$ cat config.mk
export PLATFORM = sky130hd
export DESIGN_NAME = core_mem_arbiter_flat
export DESIGN_NICKNAME = d
export VERILOG_FILES = /design/src/rtl/core_mem_arbiter_pkg.sv /design/src/rtl/core_mem_arbiter_if.sv /design/src/rtl/core_mem_arbiter_watchdog.sv /design/src/rtl/core_mem_arbiter.sv /design/src/flat_wrapper.sv
export SDC_FILE = /design/constraint.sdc
export NUM_CORES = 1
export LEC_CHECK = 0
export BUFFER_PORTS_ARGS = -buffer_cell sky130_fd_sc_hd__buf_2
export CORE_AREA = 2 2 109 111
export DETAILED_ROUTE_END_ITERATION = 10
export DIE_AREA = 0 0 111 113
export PLACE_DENSITY_LB_ADDON = 0.12
export SYNTH_ARGS = -nofsm -noshare
export SYNTH_HDL_FRONTEND = slang
export SYNTH_SLANG_ARGS = --single-unit
$ cat constraint.sdc
create_clock -name clk -period 2.9 [get_ports clk]
set_clock_uncertainty 0.1 [all_clocks]
set_input_delay 0.29 -clock clk [delete_from_list [all_inputs] [get_ports clk]]
set_output_delay 0.29 -clock clk [all_outputs]
set_load 0.05 [all_outputs]
$ cat src/rtl/core_mem_arbiter_pkg.sv
`default_nettype none
// +----------------------------------------------------------------------+
// | Module  : core_mem_arbiter_pkg                                       |
// | Brief   : Shared types for the fetch/load-store memory arbiter       |
// | Revision: 1.0 - initial release                                      |
// +----------------------------------------------------------------------+
package core_mem_arbiter_pkg;

   // Arbiter FSM states: idle, or which requester currently owns the bus.
   typedef enum logic [1:0] {
      ARB_IDLE  = 2'd0,
      ARB_FETCH = 2'd1,
      ARB_DATA  = 2'd2
   } arb_state_t;

   // Requester identity; also remembers who was served last for round-robin.
   typedef enum logic {
      OWN_FETCH = 1'b0,
      OWN_DATA  = 1'b1
   } owner_t;

   // Watchdog counter width: enough to hold TIMEOUT, never narrower than 1 bit.
   function automatic int wdog_width(input int timeout);
      return (timeout < 1) ? 1 : $clog2(timeout + 1);
   endfunction

endpackage
`default_nettype wire

$ cat src/rtl/core_mem_arbiter_if.sv
`default_nettype none
// +----------------------------------------------------------------------+
// | Module  : core_mem_arbiter_if                                        |
// | Brief   : Pipeline-side requests and Wishbone-side bus signals       |
// | Revision: 1.0 - initial release                                      |
// +----------------------------------------------------------------------+
interface core_mem_arbiter_if #(
   parameter int ADDR_W = 32,
   parameter int DATA_W = 32
);
   // Fetch requester
   logic                  i_req;
   logic [ADDR_W-1:0]     i_addr;
   logic                  i_ack;
   logic                  i_err;
   logic [DATA_W-1:0]     i_rdata;
   // Load/store requester
   logic                  d_req;
   logic                  d_we;
   logic [ADDR_W-1:0]     d_addr;
   logic [DATA_W-1:0]     d_wdata;
   logic [DATA_W/8-1:0]   d_sel;
   logic                  d_ack;
   logic                  d_err;
   logic [DATA_W-1:0]     d_rdata;
   // Wishbone classic bus
   logic                  cyc_o;
   logic                  stb_o;
   logic                  we_o;
   logic [ADDR_W-1:0]     adr_o;
   logic [DATA_W-1:0]     dat_o;
   logic [DATA_W/8-1:0]   sel_o;
   logic [DATA_W-1:0]     dat_i;
   logic                  ack_i;
   logic                  err_i;

   // Arbiter view
   modport slave (
      input  i_req, i_addr, d_req, d_we, d_addr, d_wdata, d_sel,
      input  dat_i, ack_i, err_i,
      output i_ack, i_err, i_rdata, d_ack, d_err, d_rdata,
      output cyc_o, stb_o, we_o, adr_o, dat_o, sel_o
   );

   // Environment view: pipeline stages plus the bus slave
   modport master (
      output i_req, i_addr, d_req, d_we, d_addr, d_wdata, d_sel,
      output dat_i, ack_i, err_i,
      input  i_ack, i_err, i_rdata, d_ack, d_err, d_rdata,
      input  cyc_o, stb_o, we_o, adr_o, dat_o, sel_o
   );
endinterface
`default_nettype wire

$ cat src/rtl/core_mem_arbiter_watchdog.sv
`default_nettype none
// +----------------------------------------------------------------------+
// | Module  : bus_watchdog                                               |
// | Brief   : Saturating cycle counter flagging a hung bus transfer      |
// | Revision: 1.0 - initial release                                      |
// +----------------------------------------------------------------------+
module bus_watchdog
   import core_mem_arbiter_pkg::*;
#(
   parameter int TIMEOUT = 255
) (
   input  wire  clk,
   input  wire  reset,
   input  wire  clear,
   input  wire  run,
   output logic expired
);
   localparam int c_W = wdog_width(TIMEOUT);
   localparam logic [c_W-1:0] c_MAX  = c_W'(TIMEOUT);
   localparam logic [c_W-1:0] c_LAST = c_W'(TIMEOUT - 1);
   localparam logic [c_W-1:0] c_ONE  = c_W'(1);

   logic [c_W-1:0] r_cnt;

   // Count cycles spent in a transfer; saturate so a stuck bus cannot wrap.
   always_ff @(posedge clk) begin
      if (reset || clear) begin
         r_cnt <= '0;
      end else if (run && (r_cnt != c_MAX)) begin
         r_cnt <= r_cnt + c_ONE;
      end
   end

   // Fires in the TIMEOUT-th bus cycle; TIMEOUT of zero disables it.
   assign expired = (TIMEOUT != 0) && (r_cnt == c_LAST);

endmodule
`default_nettype wire

$ cat src/rtl/core_mem_arbiter.sv
`default_nettype none
// +----------------------------------------------------------------------+
// | Module  : core_mem_arbiter                                           |
// | Brief   : Round-robin share of one Wishbone port between fetch and   |
// |           load/store, with a watchdog ending hung transfers          |
// | Revision: 1.0 - initial release                                      |
// +----------------------------------------------------------------------+
module core_mem_arbiter
   import core_mem_arbiter_pkg::*;
#(
   parameter int ADDR_W  = 32,
   parameter int DATA_W  = 32,
   parameter int TIMEOUT = 255
) (
   input  wire              clk,
   input  wire              reset,
   core_mem_arbiter_if.slave bus
);
   localparam int c_SEL_W = DATA_W / 8;

   arb_state_t          r_state;
   owner_t              r_last_grant;
   logic                r_cyc;
   logic                r_we;
   logic [ADDR_W-1:0]   r_adr;
   logic [DATA_W-1:0]   r_dat;
   logic [c_SEL_W-1:0]  r_sel;

   logic w_busy;
   logic w_expired;
   logic w_bus_ack;
   logic w_bus_err;
   logic w_done;
   logic w_grant_fetch;
   logic w_grant_data;

   assign w_busy = (r_state != ARB_IDLE);

   // err_i beats ack_i; a timeout only matters when the slave stayed silent.
   assign w_bus_err = w_busy & (bus.err_i | (~bus.ack_i & w_expired));
   assign w_bus_ack = w_busy & bus.ack_i & ~bus.err_i;
   assign w_done    = w_bus_err | w_bus_ack;

   // On contention the requester not served last wins.
   assign w_grant_fetch = bus.i_req & (~bus.d_req | (r_last_grant == OWN_DATA));
   assign w_grant_data  = bus.d_req & ~w_grant_fetch;

   bus_watchdog #(
      .TIMEOUT (TIMEOUT)
   ) u_wdog (
      .clk     (clk),
      .reset   (reset),
      .clear   (w_done | ~w_busy),
      .run     (w_busy),
      .expired (w_expired)
   );

   // Arbitration FSM with registered bus outputs captured at grant time.
   always_ff @(posedge clk) begin
      if (reset) begin
         r_state      <= ARB_IDLE;
         r_last_grant <= OWN_DATA;
         r_cyc        <= 1'b0;
         r_we         <= 1'b0;
         r_adr        <= '0;
         r_dat        <= '0;
         r_sel        <= '0;
      end else begin
         case (r_state)
            ARB_IDLE: begin
               if (w_grant_fetch) begin
                  r_state <= ARB_FETCH;
                  r_cyc   <= 1'b1;
                  r_we    <= 1'b0;
                  r_adr   <= bus.i_addr;
                  r_dat   <= '0;
                  r_sel   <= '1;
               end else if (w_grant_data) begin
                  r_state <= ARB_DATA;
                  r_cyc   <= 1'b1;
                  r_we    <= bus.d_we;
                  r_adr   <= bus.d_addr;
                  r_dat   <= bus.d_wdata;
                  r_sel   <= bus.d_sel;
               end
            end
            ARB_FETCH, ARB_DATA: begin
               if (w_done) begin
                  r_state      <= ARB_IDLE;
                  r_cyc        <= 1'b0;
                  r_we         <= 1'b0;
                  r_last_grant <= (r_state == ARB_FETCH) ? OWN_FETCH : OWN_DATA;
               end
            end
            default: begin
               r_state <= ARB_IDLE;
               r_cyc   <= 1'b0;
               r_we    <= 1'b0;
            end
         endcase
      end
   end

   assign bus.cyc_o = r_cyc;
   assign bus.stb_o = r_cyc;
   assign bus.we_o  = r_we;
   assign bus.adr_o = r_adr;
   assign bus.dat_o = r_dat;
   assign bus.sel_o = r_sel;

   // Responses go only to the owner, and are dropped if it abandoned the request.
   assign bus.i_ack = w_bus_ack & (r_state == ARB_FETCH) & bus.i_req;
   assign bus.i_err = w_bus_err & (r_state == ARB_FETCH) & bus.i_req;
   assign bus.d_ack = w_bus_ack & (r_state == ARB_DATA)  & bus.d_req;
   assign bus.d_err = w_bus_err & (r_state == ARB_DATA)  & bus.d_req;

   assign bus.i_rdata = bus.dat_i;
   assign bus.d_rdata = bus.dat_i;

endmodule
`default_nettype wire

$ cat src/flat_wrapper.sv
// flat-port wrapper written by rule: the top's interface ports become plain ports
module core_mem_arbiter_flat import core_mem_arbiter_pkg::*;
#(
   parameter int ADDR_W  = 32,
   parameter int DATA_W  = 32,
   parameter int TIMEOUT = 255
)
  (clk, reset, bus_i_req, bus_i_addr, bus_d_req, bus_d_we, bus_d_addr, bus_d_wdata, bus_d_sel, bus_dat_i, bus_ack_i, bus_err_i, bus_i_ack, bus_i_err, bus_i_rdata, bus_d_ack, bus_d_err, bus_d_rdata, bus_cyc_o, bus_stb_o, bus_we_o, bus_adr_o, bus_dat_o, bus_sel_o);
  core_mem_arbiter_if #(.ADDR_W(ADDR_W), .DATA_W(DATA_W)) bus_i ();
  input  wire clk;
  input  wire reset;
  input wire logic [$bits(bus_i.i_req)-1:0] bus_i_req;
  input wire logic [$bits(bus_i.i_addr)-1:0] bus_i_addr;
  input wire logic [$bits(bus_i.d_req)-1:0] bus_d_req;
  input wire logic [$bits(bus_i.d_we)-1:0] bus_d_we;
  input wire logic [$bits(bus_i.d_addr)-1:0] bus_d_addr;
  input wire logic [$bits(bus_i.d_wdata)-1:0] bus_d_wdata;
  input wire logic [$bits(bus_i.d_sel)-1:0] bus_d_sel;
  input wire logic [$bits(bus_i.dat_i)-1:0] bus_dat_i;
  input wire logic [$bits(bus_i.ack_i)-1:0] bus_ack_i;
  input wire logic [$bits(bus_i.err_i)-1:0] bus_err_i;
  output wire logic [$bits(bus_i.i_ack)-1:0] bus_i_ack;
  output wire logic [$bits(bus_i.i_err)-1:0] bus_i_err;
  output wire logic [$bits(bus_i.i_rdata)-1:0] bus_i_rdata;
  output wire logic [$bits(bus_i.d_ack)-1:0] bus_d_ack;
  output wire logic [$bits(bus_i.d_err)-1:0] bus_d_err;
  output wire logic [$bits(bus_i.d_rdata)-1:0] bus_d_rdata;
  output wire logic [$bits(bus_i.cyc_o)-1:0] bus_cyc_o;
  output wire logic [$bits(bus_i.stb_o)-1:0] bus_stb_o;
  output wire logic [$bits(bus_i.we_o)-1:0] bus_we_o;
  output wire logic [$bits(bus_i.adr_o)-1:0] bus_adr_o;
  output wire logic [$bits(bus_i.dat_o)-1:0] bus_dat_o;
  output wire logic [$bits(bus_i.sel_o)-1:0] bus_sel_o;
  assign bus_i.i_req = bus_i_req;
  assign bus_i.i_addr = bus_i_addr;
  assign bus_i.d_req = bus_d_req;
  assign bus_i.d_we = bus_d_we;
  assign bus_i.d_addr = bus_d_addr;
  assign bus_i.d_wdata = bus_d_wdata;
  assign bus_i.d_sel = bus_d_sel;
  assign bus_i.dat_i = bus_dat_i;
  assign bus_i.ack_i = bus_ack_i;
  assign bus_i.err_i = bus_err_i;
  assign bus_i_ack = bus_i.i_ack;
  assign bus_i_err = bus_i.i_err;
  assign bus_i_rdata = bus_i.i_rdata;
  assign bus_d_ack = bus_i.d_ack;
  assign bus_d_err = bus_i.d_err;
  assign bus_d_rdata = bus_i.d_rdata;
  assign bus_cyc_o = bus_i.cyc_o;
  assign bus_stb_o = bus_i.stb_o;
  assign bus_we_o = bus_i.we_o;
  assign bus_adr_o = bus_i.adr_o;
  assign bus_dat_o = bus_i.dat_o;
  assign bus_sel_o = bus_i.sel_o;
  core_mem_arbiter #(.ADDR_W(ADDR_W), .DATA_W(DATA_W), .TIMEOUT(TIMEOUT)) u_core (.clk(clk), .reset(reset), .bus(bus_i));
endmodule
==> results of run 1 <==
## stage by stage
step,power (uW),setup slack (ps),utilization [%],instance area (um2),hold slack [ps]
3_3_place_gp,2230,987,39.9,4500,365
6_report,3290,556,42.4,4780,81.0
3_5_place_dp,2240,888,39.9,4500,373
5_1_grt,3450,374,42.4,4780,78.0
2_1_floorplan,2230,867,-,3980,333
4_1_cts,3350,549,42.4,4780,66.7
## area by class of cell
class,instances,share of cell area [%]
Clock buffer,12,5.36
Clock inverter,3,0.523
Inverter,5,0.392
Multi-Input combinational cell,246,35.7
Sequential cell,81,33.9
Tap cell,143,3.74
Timing Repair Buffer,187,20.4
## kinds of logic after synthesis
logic type	share of synthesized area [%]
compound gates	19.9
xor+xnor	0.220
fa+ha+maj	1.57
buf+inv	16.7
flops	40.7
mux	8.30
simple gates	12.6
## synthesized netlist by cell type, types with 2 or more instances
cell      instances  area share [%]
nor2_1           85             8.0
dfxtp_1          81              41
buf_4            68              13
mux2i_1          33             8.3
a22oi_1          32             6.0
a211oi_2         21             6.6
a211oi_1         15             2.8
clkbuf_1         13             1.2
nand3_1           8             1.0
buf_2             6            0.75
ha_1              5             1.6
inv_1             4            0.38
nand2b_1          4            0.63
nor3_1            4            0.50
o22ai_1           4            0.63
a31oi_1           3            0.47
clkbuf_2          3            0.38
o21ai_0           3            0.38
a21oi_1           2            0.25
and4_1            2            0.44
buf_6             2            0.57
nand2_1           2            0.19
nand4_1           2            0.31
o21a_1            2            0.38
## how the worst min path moves through the flow
stage / startpoint / to / cells after the start
final: bus_d_wdata[14] / u_core.bus.dat_o[14] / 3
after detailed placement: u_core.bus.we_o / u_core.bus.we_o / 2
after floorplan: bus_d_sel[0] / u_core.bus.sel_o[0] / 2
after global routing: bus_d_wdata[29] / u_core.bus.dat_o[29] / 3
after CTS: bus_d_wdata[12] / u_core.bus.dat_o[12] / 3
after global placement: u_core.bus.we_o / u_core.bus.we_o / 2
## cells in the final DEF (no fill, tap or decap), drive strengths merged
| cell type | n |
|---|---|
| and4 | 2 |
| nor3 | 4 |
| ha | 5 |
| clkinvlp | 1 |
| nand3b | 1 |
| mux2i | 33 |
| o21a | 2 |
| nand2 | 2 |
| o22ai | 4 |
| inv | 6 |
| a211o | 1 |
| clkbuf | 12 |
| a22oi | 32 |
| o32ai | 1 |
| clkinv | 1 |
| a21boi | 1 |
| nand4b | 1 |
| and2 | 1 |
| nor2b | 1 |
| o21ai | 5 |
| nand2b | 4 |
| dfxtp | 81 |
| nand4 | 2 |
| and4b | 1 |
| a211oi | 36 |
| o31ai | 1 |
| nor2 | 86 |
| buf | 187 |
| nand3 | 8 |
| or4 | 1 |
| nor3b | 1 |
| o211a | 1 |
| o21bai | 1 |
| a21oi | 2 |
| a41oi | 1 |
| xnor2 | 1 |
| o211ai | 1 |
| a31oi | 3 |
## layer usage
| metal | vias to the layer above | part of all wire, % | global-route usage, % |
|---|---|---|---|
| met3 | 21 | 11 | 7.77 |
| li1 | 1643 | - | - |
| met4 | 0 | 2.3 | 7.25 |
| met2 | 167 | 49 | 27.3 |
| met1 | 1441 | 38 | 17.2 |
| met5 | - | 0 | 0 |
## state kept, by name, indices dropped and copies added, names as in the netlist
name	flops
u_core.bus.adr_o	32
u_core.bus.cyc_o	1
u_core.bus.dat_o	32
u_core.bus.sel_o	4
u_core.bus.we_o	1
u_core.r_last_grant	1
u_core.r_state	2
u_core.u_wdog.r_cnt	8
## critical path: stages, from the launching register on
cell and delay (ps):
dfxtp_1 330, inv_1 70, ha_1 330, inv_1 290
nand3_1 190, nor2_1 140, buf_2 270
## power by group through the flow
stage	Sequential [uW]	Combinational, uW	Clock [uW]
global placement	1290	940	0
global route	1280	1000	1170
finish	1270	938	1080
CTS	1270	950	1130
detailed placement	1290	950	0
floorplan	1630	597	0
==> metrics.txt, run 1 <==
status complete, no violations; LEAKAGE 0.00225 uW; CTS Hold Buffers Added 0; Starting Density 35.3%; Reg2Reg Setup Slack between 800 and 900 ps; vias in the first global route 3,216; Worst R2R Path Depth 7; yosys warns 0; combinational power share ~28%; port bufs 181; Worst Tran Pin Value 646 ps; grt total ovfl 0; Fin. Hold Viols 0; CTS HTree Levels 3; clock latency on the worst-skew pair about 340 ps; post_cts resized 0; CP startpoint u_core.r_state[0]; P_int 2110 uW; Root Buffer clkbuf_16; synthesized netlist net count 570; Total GRT Usage 16.1%; gp weighted congestion roughly 0.81; FMAX 0.427 GHz; Max-slew headroom 56.7%; DRT Wirelength 10,400 um; Layout fillers around 1.1k; iteration-0 DRC count of the detailed router about 120; Die Wd 111 um; Register Area 1620 um2; maximum VDD drop 0.000447 V; clock slew at reported path FFs 60 ps; placed cell count approximately 660; maxcap violations 0; minimum clock period 2340 ps; DR DRC count 0; Final Non-Filler Cells 677; Routed WL per cell ~15 um; worst r2r dst u_core.bus.adr_o[21]; Mapped Area between 3000 and 4000 um2; sequential area share after synthesis 40.7%; critical path required time 2510 ps; final period utilization roughly 81%; antenna fix cells 0; number of CTS-inserted buffers 9; clock sink total 81; die area 12,500 um2; CP startpoint kind flip-flop; sequential power share about two fifths; Synth Flop Type dfxtp_1; Net Sw Power ~1200 uW; FP Rows 39; WS Path Type flip-flop to output pin; Final Max Slew Viols 0; post-route antenna net violation count 0; Post-synth EDFFs 0; Area Overhead vs Synth 20.2%; crit path capture type output pin; ys async rst share 0%; TritonCTS clock tree built; register bit total from synthesis between 80 and 90; Distinct cells, synth 46; PwrDens 687 nW/um2; initial antenna violation count 0; DR pass1 iterations 5; post-CTS setup buffers 0; Multi-input gate area 1710 um2; Post-Syn Instances 426; IO Pins 278; crit-path max FO 10; Setup TNS 0 ps; largest net degree at the start of global routing 69; Critical Path AT 1950 ps; average size of a mapped cell 9.34 um2; Sw Share 35.7%; DPL Wire Length 7820 um; first-pass GRT wire length roughly 16,000 um; worst hold path class input port to flip-flop; Final nets 674; reg2reg start u_core.r_state[0]; chip height between 100 and 150 um; Final setup viols 0; Core Region 11,300 um2; Via density 4.83; end point of the critical path bus_i_err; RSZ-0062 raised after global routing false; layout cells sized above 1 42.3%; CTS Buffer Depth 2; routed vias 3,272; clock share of power 32.9%
(Power assumes the default switching activity.)
==> run 2: changes to the inputs <==
--- a/config.mk
+++ b/config.mk
@@ -6,9 +6,9 @@
 export NUM_CORES = 1
 export LEC_CHECK = 0
 export BUFFER_PORTS_ARGS = -buffer_cell sky130_fd_sc_hd__buf_2
-export CORE_AREA = 2 2 109 111
+export CORE_AREA = 2 2 107 109
 export DETAILED_ROUTE_END_ITERATION = 10
-export DIE_AREA = 0 0 111 113
+export DIE_AREA = 0 0 109 111
 export PLACE_DENSITY_LB_ADDON = 0.12
 export SYNTH_ARGS = -nofsm -noshare
 export SYNTH_HDL_FRONTEND = slang
==> constraint.sdc (replaced) <==
create_clock -name clk -period 2.3 [get_ports clk]
set_clock_uncertainty 0.1 [all_clocks]
set_input_delay 0.23 -clock clk [delete_from_list [all_inputs] [get_ports clk]]
set_output_delay 0.23 -clock clk [all_outputs]
set_load 0.05 [all_outputs]
==> run 2 against run 1 <==
  * Count of clock-buffer cells in the layout fell by 1
  * Cell area rose by 0.86%
  * Sequential power rose by 25%
  * Final cell count rose by 0.44%
  * Sequential cell count did not move
  * Sequential share of layout area fell by 0.29 points
  * Combinational power rose by 27%
  * Critical endpoint is now bus_d_err
  * Largest cell class unchanged
  * Largest power group unchanged
  * Highest routed layer is now met5
==> metrics.txt, run 2 (synthesized netlist as in run 1, its figures left out) <==
status complete, no violations; CP Buf/Inv Count 3 (unchanged); Die Wd 109 um (-1.8%); Starting Density 35.9% (+0.62 points); most frequent cells in the layout 180 x buf_2, 85 x nor2_1, 81 x dfxtp_1; maxcap violations 0 (unchanged); Crit path max-delay family buffers and inverters; CTS Buffer Depth 2 (unchanged); post-route antenna net violation count 0 (unchanged); clock slew at reported path FFs 60 ps (about the same); minimum clock period 2130 ps; number of CTS-inserted buffers 9 (unchanged); DRT Wirelength 10,500 um (+1.1%); CTS Hold Buffers Added 0 (unchanged); largest net degree at the start of global routing 69 (unchanged); post_cts resized 1 (+1); Total GRT Usage 17.4% (+1.2 points); Max-slew headroom 55.5% (-1.2 points); Via density 4.83 (about the same); port bufs 181 (unchanged); RSZ-0062 raised after global routing false; Final Max Slew Viols 0 (unchanged); Routed WL per cell 15.5 um (+0.68%); grt total ovfl 0 (unchanged); vias in the first global route 3,164 (-1.6%); Core Region 11,100 um2 (-1.7%); Util after Layout 43.6% (+1.1 points); total chip power 4160 uW (+27%); Final setup viols 0 (unchanged); crit path capture type output pin; initial antenna violation count 1 (+1); worst hold path class input port to flip-flop; CP Cell Sequence inv_1 > ha_1 > inv_2 > nand3_1 > nor2_1 > clkbuf_4; commonest non-fill, non-tap cell in the layout buf_2; DPL Wire Length 8190 um (+4.8%); max incr delay on CP 330 ps (about the same); WS Path Type flip-flop to output pin; Setup TNS 0 ps (unchanged); antenna fix cells 0 (unchanged); Root Buffer clkbuf_16; Critical Path AT 1800 ps (-150 ps); Worst Tran Pin Value 667 ps (+21.0 ps); TritonCTS clock tree built; layout cells sized above 1 43.0% (+0.69 points); die area 12,100 um2 (-3.5%); Area Overhead vs Synth 21.2%; post-CTS setup buffers 0 (unchanged); chip height 111 um (-1.8%); first-pass GRT wire length 16,200 um (+0.95%); crit-path max FO 10 (unchanged); CTS HTree Levels 3 (unchanged); LEAKAGE 0.00226 uW (+0.38%); maximum VDD drop 0.000436 V (-2.5%); CP startpoint kind flip-flop; final period utilization between 90 and 100%; DR pass1 iterations 4 (-1); IO Pins 278 (unchanged); DR DRC count 0 (unchanged); PwrDens 862 nW/um2 (+26%); Fin. Hold Viols 0 (unchanged); routed vias 3,287 (+0.46%); Crit-path slowest cell dfxtp_1; Final nets 676 (+0.30%); clock sink total 81 (unchanged); FMAX 0.470 GHz; iteration-0 DRC count of the detailed router 86 (-25%); gp weighted congestion 0.743 (-8.0%); clock latency on the worst-skew pair 330 ps (about the same); critical path required time 1970 ps (-540 ps); FP Rows 39 (unchanged)
[run 2: area by class of cell]
type                       instances  area [um2]
clock inverter                     5        40.0
clock buffer                      11         253
sequential                        81        1620
inverter                           5        18.8
multi-input combinational        246        1710
timing repair buffer             189        1010
fill                            1133        6250
tap                              143         179
[run 2: worst paths after layout]
path                                        start              endpoint  slack [ps]  cells after the start
worst min register to register    u_core.bus.we_o       u_core.bus.we_o         380                      2
worst min-delay path              bus_d_wdata[15]  u_core.bus.dat_o[15]          30                      3
worst max register to register  u_core.r_state[0]  u_core.bus.adr_o[15]         420                      7
worst max-delay path            u_core.r_state[0]             bus_d_err         170                      6
[run 2: tightest hold or removal path, delay by kind of cell]
family | cells | cell delay (ps)
and+or+nand+nor | 1 | 70
buffers and inverters | 1 | 80
AOI/OAI and AO/OA | 1 | 50
[run 2: power by group]
group          leakage [uW]  switching (uW)  internal (uW)
combinational       0.00146             842            347
sequential         0.000666            61.3           1530
clock              0.000134             584            793
[run 2: stage by stage]
| step | cells | hold slack (ps) | setup WS (ps) | instance area (um2) |
|---|---|---|---|---|
| floorplan | 426 | 273 | 327 | 3980 |
| global placement | 664 | 360 | 377 | 4530 |
| detailed placement | 664 | 360 | 336 | 4530 |
| CTS | 680 | 10.7 | 87.7 | 4820 |
| global route | 680 | 26.2 | 1.29 | 4820 |
| finish | 680 | 26.7 | 170 | 4820 |
[run 2: layer usage]
layer / part of all wire [%] / vias to the layer above / global-route usage, %
met5: 0.12 / - / 0
met4: 2.2 / 2 / 7.86
met3: 12 / 21 / 8.29
met2: 48 / 166 / 28.8
met1: 37 / 1450 / 18.5
li1: - / 1648 / -
==> run 3: changes to the inputs <==
--- a/config.mk
+++ b/config.mk
@@ -9,7 +9,7 @@
 export CORE_AREA = 2 2 107 109
 export DETAILED_ROUTE_END_ITERATION = 10
 export DIE_AREA = 0 0 109 111
-export PLACE_DENSITY_LB_ADDON = 0.12
+export PLACE_DENSITY = 0.68
 export SYNTH_ARGS = -nofsm -noshare
 export SYNTH_HDL_FRONTEND = slang
 export SYNTH_SLANG_ARGS = --single-unit
==> run 3 against run 2 <==
  * Global-route usage decreased by 2.0 points
  * Via count grew 1.8%
  * Cell area down 0.34%
  * Wire length fell by 12%
  * Combinational power about the same
  * Final cell count fell by 0.29%
  * First-iteration DRC count is 42% higher
  * Die area unchanged
  * Setup slack got worse by 42 ps
  * Critical endpoint is now bus_i_err
  * Largest cell class unchanged
  * Largest power group unchanged
  * Highest routed layer is now met4
==> metrics.txt, run 3 (synthesized netlist as in run 1, its figures left out) <==
RSZ-0062 raised after global routing false; Die Wd 109 um (unchanged); sequential power share 37.6% (-0.7 points); post-CTS setup buffers 0 (unchanged); Crit-path slowest cell dfxtp_1; vias in the first global route 3,396 (+7.3%); CP Buf/Inv Count 3 (unchanged); final period utilization 94.4% (+1.8 points); Crit path max-delay family buffers and inverters; Sw Share 35.6% (-0.11 points); FMAX 0.460 GHz (-1.9%); highest routed layer met4; maxcap violations 0 (unchanged); worst hold path endpoint u_core.bus.sel_o[1]; combinational power share 27.7% (-0.9 points); FP Rows 39 (unchanged); metal3 WL 940 um (-27%); antenna fix cells 0 (unchanged); reg2reg start u_core.r_state[0]; port bufs 181 (unchanged); crit-path max FO 10 (unchanged); Via density 4.94 (+2.1%); initial antenna violation count 0 (-1); Total GRT Usage 15.4% (-2.0 points); Critical Path AT 1840 ps (+40 ps); largest net degree at the start of global routing 69 (unchanged); Final setup viols 0 (unchanged); CTS Buffer Depth 2 (unchanged); Final nets 674 (-0.30%); layout cells sized above 1 42.8% (-0.21 points); clock sink total 81 (unchanged); maximum VDD drop 0.000427 V (-2.1%); DR DRC count 0 (unchanged); DPL Wire Length 6710 um (-18%); IO Pins 278 (unchanged); Net Sw Power 1510 uW (+1.7%); Final Non-Filler Cells 678 (-0.29%); Core Region 11,100 um2 (unchanged); clock latency on the worst-skew pair 330 ps (about the same); WS Path Type flip-flop to output pin; Fin. Hold Viols 0 (unchanged); placed cell count 662 (-0.30%); Reg2Reg Setup Slack 370 ps (-50 ps); P_int 2730 uW (+2.3%); DRT Wirelength 9250 um (-12%); routed vias 3,346 (+1.8%); grt total ovfl 0 (unchanged); min-delay src bus_d_sel[1]; most frequent cells in the layout 181 x buf_2, 85 x nor2_1, 81 x dfxtp_1; worst r2r dst u_core.bus.dat_o[10]; Max-slew headroom 60.1% (+4.6 points); commonest non-fill, non-tap cell in the layout buf_2; gp weighted congestion 0.732 (-1.4%); Worst R2R Path Depth 7 (unchanged); CP Cell Sequence inv_1 > ha_1 > inv_2 > nand3_1 > nor2_1 > buf_2; crit path capture type output pin; number of CTS-inserted buffers 9 (unchanged); TritonCTS clock tree built; minimum clock period 2170 ps (+42.3 ps); Area Overhead vs Synth 20.8%; routed wl met2 4460 um (-12%); Worst Tran Pin Value 595 ps (-71.8 ps); critical path required time 1970 ps (about the same); Root Buffer clkbuf_16; chip height 111 um (unchanged); max incr delay on CP 360 ps (+30 ps); iteration-0 DRC count of the detailed router 122 (+42%); post-route antenna net violation count 0 (unchanged); clock slew at reported path FFs 70 ps (about the same); first-pass GRT wire length 15,000 um (-7.5%); worst hold path class input port to flip-flop; PwrDens 883 nW/um2 (+2.4%); CTS HTree Levels 3 (unchanged); CP startpoint kind flip-flop; DR pass1 iterations 4 (unchanged); Final Max Slew Viols 0 (unchanged); M1 wire length 3700 um (-6.1%); die area 12,100 um2 (unchanged); LEAKAGE 0.00226 uW (about the same); Routed WL per cell 13.6 um (-12%); Starting Density 35.9% (unchanged); Hold Path Depth 3 (unchanged); clock share of power 34.7% (+1.6 points); Setup TNS 0 ps (unchanged); status complete, no violations
==> run 3: cell types whose count changed in the layout (fill, tap and decap cells not counted) <==
| cell | change |
|---|---|
| inv_6 | +5 |
| clkbuf_8 | -2 |
| clkinv_4 | -2 |
| clkinvlp_4 | -2 |
| buf_12 | -1 |
| buf_2 | +1 |
| buf_4 | -1 |
| bufinv_16 | +1 |
| clkbuf_4 | -1 |
==> run 3: through the flow <==
step	util [%]	hold WS [ps]	cell area [um2]	setup WS (ps)	total power, uW
global route	43.4	28.6	4810	3.59	4460
global placement	40.6	360	4500	433	2780
detailed placement	40.6	360	4500	324	2810
CTS	43.4	11.2	4810	3.92	4310
floorplan	-	273	3980	327	2810
finish	43.4	20.8	4810	128	4250
==> run 3: repair_timing <==
| action | CTS | global route |
|---|---|---|
| hold buffers | 0 | 0 |
| resized for setup | 0 | 1 |
| hold endpoints to repair | 0 | 0 |
| setup endpoints to repair | 0 | 4 |
==> run 3: layout make-up <==
type	count	area, um2
Fill cell	1087	6270
Inverter	5	18.8
Timing Repair Buffer	187	976
Multi-Input combinational cell	246	1710
Tap cell	143	179
Clock inverter	7	81.3
Clock buffer	9	225
Sequential cell	81	1620
==> run 3: how the worst max path moves through the flow <==
stage                                  from  slack [ps]  depth (start not counted)                   end
after global routing      u_core.r_state[0]           4                          6             bus_i_err
after global placement    u_core.r_state[0]         430                          7     u_core.r_state[1]
final                     u_core.r_state[1]         130                          6             bus_i_err
after floorplan           u_core.r_state[0]         330                          6             bus_i_err
after detailed placement  u_core.r_state[0]         320                          7  u_core.bus.adr_o[26]
after CTS                 u_core.r_state[0]           4                          6             bus_i_err
==> run 3: worst reg2reg max path: cells and delay by family (launching register included) <==
| family | cells | cell delay [ps] |
|---|---|---|
| flops | 1 | 310 |
| fa+ha+maj | 1 | 380 |
| simple gates | 1 | 130 |
| compound gates | 2 | 310 |
| buf+inv | 3 | 630 |
==> run 3: power groups by stage <==
| stage | Clock, uW | Combinational (uW) | Sequential (uW) |
|---|---|---|---|
| final | 1470 | 1180 | 1600 |
| after global routing | 1580 | 1270 | 1610 |
| after CTS | 1520 | 1190 | 1600 |
| after detailed placement | 0 | 1180 | 1630 |
| after global placement | 0 | 1160 | 1620 |
| after floorplan | 0 | 753 | 2060 |
==> run 3: layer usage <==
| layer | up-vias | global-route usage (%) |
|---|---|---|
| met2 | 147 | 26.1 |
| met1 | 1532 | 16.5 |
| met3 | 24 | 7.00 |
| met5 | - | 0 |
| met4 | 0 | 5.64 |
| li1 | 1643 | - |
